## config.mk

```make
export PLATFORM = sky130hd
export DESIGN_NAME = denormshift_flat
export DESIGN_NICKNAME = d
export VERILOG_FILES = /design/src/rtl/denormshift_pkg.sv /design/src/rtl/denormshift_if.sv /design/src/rtl/denormshift_step.sv /design/src/rtl/denormshift.sv /design/src/flat_wrapper.sv
export SDC_FILE = /design/constraint.sdc
export NUM_CORES = 1
export LEC_CHECK = 0
export CAP_MARGIN = 15
export CORE_MARGIN = 2
export CORE_UTILIZATION = 45
export CTS_BUF_LIST = sky130_fd_sc_hd__clkbuf_8
export DETAILED_ROUTE_END_ITERATION = 7
export HOLD_SLACK_MARGIN = 0.02
export PLACE_DENSITY = 0.81
export SLEW_MARGIN = 20
export SYNTH_ARGS = -nofsm -noshare
export SYNTH_HDL_FRONTEND = slang
export SYNTH_HIERARCHICAL = 1
export SYNTH_SLANG_ARGS = --single-unit
```

## constraint.sdc

```tcl
create_clock -name clk -period 3.35 [get_ports clk]
set_clock_uncertainty 0.2 [all_clocks]
set_input_delay 0.67 -clock clk [delete_from_list [all_inputs] [get_ports clk]]
set_output_delay 0.67 -clock clk [all_outputs]
set_load 0.02 [all_outputs]
```

## src/rtl/denormshift_pkg.sv

```systemverilog
// Shared types and sizing helpers for the iterative denormalizing right shifter.
// Optional build macro used by this block: DENORMSHIFT_SATURATE_EN.
package denormshift_pkg;

  // Configuration record: data width and shift-amount width.
  typedef struct packed {
    int NORMSHIFTSZ;
    int LOGNORMSHIFTSZ;
  } cvw_t;

  // 16-bit significand; a 5-bit amount reaches past the full width.
  localparam cvw_t CVW_DEFAULT = '{NORMSHIFTSZ: 16, LOGNORMSHIFTSZ: 5};

  typedef enum logic [1:0] {DS_IDLE, DS_SHIFT, DS_DONE} denormshift_state_t;

  // The remaining-distance counter must hold NORMSHIFTSZ itself, hence one extra bit.
  function automatic int ds_rem_width(input cvw_t p);
    return p.LOGNORMSHIFTSZ + 1;
  endfunction

  localparam int DS_REM_W = ds_rem_width(CVW_DEFAULT);

endpackage

```

## src/rtl/denormshift_if.sv

```systemverilog
// Operand/result handshake bundle for denormshift.
// The master offers operands and consumes results; the slave is the shifter.
interface denormshift_if import denormshift_pkg::*; #(
  parameter cvw_t P = CVW_DEFAULT
);
  logic                        InValid;
  logic                        InReady;
  logic [P.NORMSHIFTSZ-1:0]    ShiftIn;
  logic [P.LOGNORMSHIFTSZ-1:0] ShiftAmt;
  logic                        OutValid;
  logic                        OutReady;
  logic [P.NORMSHIFTSZ-1:0]    Shifted;
  logic                        Sticky;

  modport master (
    output InValid, ShiftIn, ShiftAmt, OutReady,
    input  InReady, OutValid, Shifted, Sticky
  );

  modport slave (
    input  InValid, ShiftIn, ShiftAmt, OutReady,
    output InReady, OutValid, Shifted, Sticky
  );
endinterface

```

## src/rtl/denormshift_step.sv

```systemverilog
// One combinational right-shift step of at most STEP bits with sticky collection.
// k may be any value 0..STEP; bits falling off the LSB end are ORed into sticky.
module denormshift_step #(
  parameter int W    = 16,
  parameter int STEP = 8
) (
  input  logic [W-1:0]              data,
  input  logic [$clog2(STEP):0]     k,
  input  logic                      sticky_in,
  output logic [W-1:0]              data_out,
  output logic                      sticky_out
);
  // Mask of the low k bits, i.e. the bits about to be shifted out.
  logic [W-1:0] lost_mask;

  for (genvar gi = 0; gi < W; gi++) begin : g_mask
    assign lost_mask[gi] = (32'(k) > gi);
  end

  assign data_out   = data >> k;
  assign sticky_out = sticky_in | (|(data & lost_mask));
endmodule

```

## src/rtl/denormshift.sv

```systemverilog
// Iterative denormalizer: ShiftIn >> ShiftAmt (logical) with sticky OR of the
// dropped bits, at most STEP bits per cycle, one operation in flight.
// Build macro DENORMSHIFT_SATURATE_EN: amounts >= NORMSHIFTSZ complete on the
// accept edge instead of iterating (same result, shorter latency).
module denormshift import denormshift_pkg::*; #(
  parameter cvw_t P    = CVW_DEFAULT,
  parameter int   STEP = 8
) (
  input logic          clk,
  input logic          reset_n,
  input logic          Flush,
  denormshift_if.slave bus
);
  localparam int W    = P.NORMSHIFTSZ;
  localparam int REMW = ds_rem_width(P);
  localparam int KW   = $clog2(STEP) + 1;

  localparam logic [REMW-1:0] W_R    = REMW'(W);
  localparam logic [REMW-1:0] STEP_R = REMW'(STEP);

  denormshift_state_t state_reg, state_next;
  logic [W-1:0]    data_reg, data_next, step_data;
  logic [REMW-1:0] rem_reg, rem_next, amt_clamped;
  logic            sticky_reg, sticky_next, step_sticky;
  logic [KW-1:0]   step_k;

  // Clamp the requested distance to the data width and pick this cycle's step size.
  always_comb begin
    amt_clamped = ({1'b0, bus.ShiftAmt} > W_R) ? W_R : {1'b0, bus.ShiftAmt};
    step_k      = (rem_reg < STEP_R) ? KW'(rem_reg) : KW'(STEP);
  end

  denormshift_step #(.W(W), .STEP(STEP)) u_step (
    .data       (data_reg),
    .k          (step_k),
    .sticky_in  (sticky_reg),
    .data_out   (step_data),
    .sticky_out (step_sticky)
  );

  // Next-state and datapath update; Flush overrides accept and handover.
  always_comb begin
    state_next  = state_reg;
    data_next   = data_reg;
    rem_next    = rem_reg;
    sticky_next = sticky_reg;
    case (state_reg)
      DS_IDLE: begin
        if (bus.InValid) begin
          data_next   = bus.ShiftIn;
          sticky_next = 1'b0;
          rem_next    = amt_clamped;
          state_next  = (amt_clamped == '0) ? DS_DONE : DS_SHIFT;
`ifdef DENORMSHIFT_SATURATE_EN
          if (amt_clamped == W_R) begin
            data_next   = '0;
            sticky_next = |bus.ShiftIn;
            rem_next    = '0;
            state_next  = DS_DONE;
          end
`else
`endif
        end
      end
      DS_SHIFT: begin
        data_next   = step_data;
        sticky_next = step_sticky;
        rem_next    = rem_reg - REMW'(step_k);
        if (rem_next == '0) begin
          state_next = DS_DONE;
        end
      end
      DS_DONE: begin
        if (bus.OutReady) begin
          state_next = DS_IDLE;
        end
      end
      default: state_next = DS_IDLE;
    endcase
    if (Flush) begin
      state_next  = DS_IDLE;
      sticky_next = 1'b0;
    end
  end

  // State and datapath registers with asynchronous return to the idle values.
  always_ff @(posedge clk or negedge reset_n) begin
    if (!reset_n) begin
      state_reg  <= DS_IDLE;
      data_reg   <= '0;
      rem_reg    <= '0;
      sticky_reg <= 1'b0;
    end else begin
      state_reg  <= state_next;
      data_reg   <= data_next;
      rem_reg    <= rem_next;
      sticky_reg <= sticky_next;
    end
  end

  assign bus.InReady  = (state_reg == DS_IDLE);
  assign bus.OutValid = (state_reg == DS_DONE);
  assign bus.Shifted  = data_reg;
  assign bus.Sticky   = sticky_reg;
endmodule

```

## src/flat_wrapper.sv

```systemverilog
// flat-port wrapper written by rule: the top's interface ports become plain ports
module denormshift_flat import denormshift_pkg::*;
#(
  parameter cvw_t P    = CVW_DEFAULT,
  parameter int   STEP = 8
)
  (clk, reset_n, Flush, bus_InValid, bus_ShiftIn, bus_ShiftAmt, bus_OutReady, bus_InReady, bus_OutValid, bus_Shifted, bus_Sticky);
  denormshift_if #(.P(P)) bus_i ();
  input logic clk;
  input logic reset_n;
  input logic Flush;
  input wire logic [$bits(bus_i.InValid)-1:0] bus_InValid;
  input wire logic [$bits(bus_i.ShiftIn)-1:0] bus_ShiftIn;
  input wire logic [$bits(bus_i.ShiftAmt)-1:0] bus_ShiftAmt;
  input wire logic [$bits(bus_i.OutReady)-1:0] bus_OutReady;
  output wire logic [$bits(bus_i.InReady)-1:0] bus_InReady;
  output wire logic [$bits(bus_i.OutValid)-1:0] bus_OutValid;
  output wire logic [$bits(bus_i.Shifted)-1:0] bus_Shifted;
  output wire logic [$bits(bus_i.Sticky)-1:0] bus_Sticky;
  assign bus_i.InValid = bus_InValid;
  assign bus_i.ShiftIn = bus_ShiftIn;
  assign bus_i.ShiftAmt = bus_ShiftAmt;
  assign bus_i.OutReady = bus_OutReady;
  assign bus_InReady = bus_i.InReady;
  assign bus_OutValid = bus_i.OutValid;
  assign bus_Shifted = bus_i.Shifted;
  assign bus_Sticky = bus_i.Sticky;
  denormshift #(.P(P), .STEP(STEP)) u_core (.clk(clk), .reset_n(reset_n), .Flush(Flush), .bus(bus_i));
endmodule
```

After elaboration in Yosys (flattened, before gate mapping)
Cells that the tools add are included.

word-level totals
  bits in registers = 25
  input port bits = 26
  output and inout bits = 19
  logic and storage cells = 55

operators by class
  add/sub/neg operators = 1
  order comparisons = 17
  equal/unequal tests = 6
  shifts and indexed selects = 1
  mux-type cells = 15
  bitwise gates (word level) = 2
  reduce and logical (&&, ||, !) cells = 9

operator list
  cell                                                count
  one-hot mux 16 bit (2 select lines)                 1
  > comparator 4 bit, second input constant           7
  AND 16 x 15 -> 16 bit                               1
  > comparator 4 x 3 -> 1 bit, second input constant  4
  2-to-1 mux 16 bit                                   1
  OR reduction 16 bit                                 1
  >> shifter 16 x 4 -> 16 bit                         1
  logical NOT 6 bit                                   2
  one-hot mux 6 bit (2 select lines)                  1
  2-to-1 mux 2 bit                                    5
  > comparator 4 x 1 -> 1 bit, second input constant  2
  > comparator 4 x 2 -> 1 bit, second input constant  2
  < comparator 6 x 4 -> 1 bit, second input constant  1
  2-to-1 mux 6 bit                                    1
  != test 3 bit, second input constant                2
  one-hot mux 2 bit (3 select lines)                  1
  subtractor 6 x 4 -> 6 bit                           1
  > comparator 5 bit, second input constant           1
  2-to-1 mux 5 bit                                    1
  2-to-1 mux 4 bit                                    1
  AND reduction 2 bit                                 2
  != test 3 x 2 -> 1 bit, second input constant       1
  AND reduction 3 bit                                 1
  nonzero test 3 bit                                  1
  8 further kinds                                     9

Longest topological paths before layout
  depth after elaboration = 8
  gate-level depth with buffers = 11

Hierarchy
The synthesis kept the hierarchy.

by module, submodules not included
  module            instances  cells each  area an instance (um2)
  denormshift       1          126         1,267.5
  denormshift_step  1          121         933.4

Worst setup path before layout
Ideal clock, no wire load.

  path type = register to register
  start point = reg u_core.rem_reg[3]
  end point = reg u_core.data_reg[4], in the netlist u_core/bus.Shifted[4]
  setup time = 136 ps
  arrival time = 2,040 ps
  data required time = 3,014 ps
  path slack = 973 ps
  stages on the path, launching flop included = 8
  path buffers = 0
  cells stage by stage = dfrtp_1 -> nor3_4 -> and2_1 -> mux4_2 -> a22o_1 -> a31o_2 -> mux2i_1 -> o21ai_0

between the ends
  word-level cells in the longest chain between the ends = 4

ends and longest elaborated chain
  what                                 RTL line                source
  start: declaration                   denormshift.sv:23       logic [REMW-1:0] rem_reg, rem_next, amt_clamped;
  start signal: assignment             denormshift.sv:96       rem_reg <= rem_next;
  < comparator 6 x 4 -> 1 bit          denormshift.sv:30       step_k = (rem_reg < STEP_R) ? KW'(rem_reg) : KW'(STEP);
  2-to-1 mux 4 bit                     denormshift.sv:30
  named net u_core.step_k[0]           denormshift.sv:25       logic [KW-1:0] step_k;
  >> shifter 16 x 4 -> 16 bit          denormshift_step.sv:20  assign data_out = data >> k;
  named net u_core.step_data[4]        denormshift.sv:22       logic [W-1:0] data_reg, data_next, step_data;
  one-hot mux 16 bit (2 select lines)  denormshift.sv:47       case (state_reg)
  end signal: assignment               denormshift.sv:95       data_reg <= data_next;
  end: declaration                     denormshift.sv:22

The timed path passes the listed nets, and every way through them passes these cells.
A chain may end at the register's enable or synchronous reset.

Worst setup path after layout
  start point = reg u_core.rem_reg[3]
  end point = reg u_core.data_reg[9], in the netlist u_core/bus.Shifted[9]

Same word-level chain as after synthesis.

==> results.toml <==
[place]
gp_congestion = 0.988
hpwl_um = 4190
post_dp_cell_area_mm2 = 0.00266
numPortBuffers = 44

[layout]
area_delta_synth_final_pct = 23.0
mostFrequentLayoutCell = "clkdlybuf4s50_1"
seqCellArea_um2 = 626
fin_util_pct = 57.3
design_area_mm2 = 0.00271
drive_above_1_share_pct = 9.25
multi_input_area_mm2 = 0.00144
n_antenna_cell = 0
largest_reg_flops = 16
mostFrequentLayoutCells = "44 x clkdlybuf4s50_1, 30 x mux2i_1, 25 x dfrtp_1"
fillerInstances = 427
nNetsFinal = 308

[cts]
cts_tree = "done"
cts_resized = 0
post_cts_buffers = 0
clockRootBuffer = "clkbuf_8"
cts_sinks = 25
clock_path_buffers = 2
clk_latency_ns = 0.28
hold_buffers = 0
path_clk_slew_ns = 0.09
cts_max_level = 1
numCtsBuffers = 3

[global_routing]
grt_use_total_pct = 23.1
grt_pass1_wl_um = 9760
grt_pass1_vias = 1899
grt_max_degree = 34
antenna_found_initial = 0
grt_overflow = 0

[timing]
max_slew.worst_pin.slew_ns = 0.546
finalHoldViolCount = 0
relSlewSlack_pct = 63.6
drv_slew = 0
rsz0062_at_grt = "no"
setup_viol = 0
final.setup.tns_ns = 0
layout_min_cycle_time_ns = 2.74
max_freq_mhz = 365
post-route-period-util_pct = 81.8

[drt]
drc_errors = 0
vias = 2159
routedWlPerCell_um = 17.3
drt_iter0_drc = 430
drtAntennaViolNets = 0
drt_wl_total_um = 6010
drt_first_pass_iters = 5
via_per_inst = 6.20

[status]
status = "finished, final reports clean"

[worst_setup_path]
crit_type = "reg -> reg"
slowest_delay_ns = 0.45
worst-r2r-cell-count = 8
r2r-end = "u_core/bus.Shifted[9]"
start_kind = "flip-flop"
timing.rr.start = "u_core/rem_reg[3]"
worstPathCellList = "nor3_4 -> and2_1 -> buf_4 -> mux2_2 -> and2_0 -> a211oi_1 -> mux2i_1 -> o21ai_1"
required_ns = 3.36
critPathArrivalTime_ns = 2.75
cp_slowest_cell = "dfrtp_1"
endpoint_kind = "flip-flop"
cp_max_fo = 28
reg2reg_setup_slack_ns = 0.61
cp-startpoint = "u_core/rem_reg[3]"

[pwr]
peakVddDrop_mv = 0.252
p_leak_uw = 0.00103
p_per_area_mw_per_mm2 = 674

[synth]
synthesis.nets = 273
async_flop_share_pct = 100
synthDistinctLibCells = 51
ys_warn_count = 6
yosys.area.top_type = "dfrtp_1"
synthDominantCellAreaShare_pct = 28.4
synth_edf_count = 0
postSynthAreaPerCell_um2 = 8.91
syn_area_mm2 = 0.00220
synth_seq_cells = 25
synthTopCellsByArea = "dfrtp_1 28%, mux2i_1 14%, mux4_2 5.1%, a21oi_1 4.3%, mux4_1 3.6%"
synthFlopType = "dfrtp_1"
ys_seq_area_share_pct = 28.4
synth_cells = 247

[worst_hold_path]
hold_depth = 1
hp-start = "u_core/rem_reg[2]"
min_to = "u_core/rem_reg[2]"
holdCritPathClass = "reg -> reg"

[die]
dieArea_mm2 = 0.00547
die_w_um = 73.9
initial_core_util_pct = 46.6
num_rows = 25
io_pins = 45
die_h_um = 73.9
core_mm2 = 0.00472

[flow_run]
drv_cap = 0
-- worst max-delay path by stage --
stage,depth (start not counted),endpoint,slack (ns)
6_report,8,u_core/bus.Shifted[9],0.61
3_5_place_dp,8,u_core/bus.Shifted[9],0.67
5_1_grt,8,u_core/bus.Shifted[9],0.39
3_3_place_gp,8,u_core/bus.Shifted[6],0.79
2_1_floorplan,7,u_core/bus.Shifted[4],0.97
4_1_cts,8,u_core/bus.Shifted[9],0.65
-- Yosys cell counts, drive strengths merged, types with 2 or more instances --
master / number
mux2i: 30
dfrtp: 25
o21ai: 23
a21oi: 19
nand2: 19
buf: 18
nor2: 18
mux4: 8
a22oi: 7
and2: 7
nor2b: 7
nor3: 7
inv: 5
nand3: 5
a22o: 4
o22ai: 4
a211oi: 3
a31oi: 3
clkbuf: 3
o211ai: 3
a2111o: 2
a31o: 2
and3: 2
mux2: 2
nand2b: 2
nor4: 2
o21bai: 2
-- area by class of cell --
class                   count  share of cell area [%]
flip-flops and latches     25                    23.1
well taps                  67                    3.10
clock inverters             1                   0.277
multi-input cells         196                    53.1
clock buffers               3                    1.53
inverters                   5                   0.693
repair buffers             51                    18.2
-- where the power goes --
part	switching, µW	internal [µW]	leakage [µW]	total [µW]
Combinational	554	510	0.000688	1060
Clock	105	84.6	0.0000217	189
Sequential	191	379	0.000317	570
Total	850	973	0.00103	1820
-- per-stage QoR --
stage          power [µW]  std cells  setup WS, ns  hold slack (ns)
5_1_grt              1940        348         0.390            0.362
4_1_cts              1810        348         0.650            0.353
6_report             1820        348         0.610            0.359
3_3_place_gp         1590        344         0.792            0.315
3_5_place_dp         1610        344         0.673            0.333
2_1_floorplan        1260        247         0.973            0.174
-- logic make-up (layout without fill, tap and decap cells) --
group	count (synthesis)	after routing	synth area share, %
mux	40	40	23.4
simple gates	73	73	17.0
buf+inv	26	60	6.59
compound gates	83	83	24.6
flops	25	25	28.4
-- layer usage --
metal | vias to the layer above | global-route usage [%] | share of wire [%]
li1 | 1004 | - | -
met1 | 1023 | 35.1 | 43
met2 | 115 | 34.3 | 46
met3 | 17 | 2.17 | 8.3
met4 | 0 | 8.48 | 2.5
met5 | - | 0 | 0
-- worst max-delay path: cells and delay by family, from the launching register on --
kind	cells	cell delay, ns
and+or+nand+nor	3	0.77
DFF	1	0.45
buffers and inverters	1	0.35
muxes	2	0.52
AOI/OAI and AO/OA	2	0.37
No activity file was read; power rests on OpenSTA's default activity.
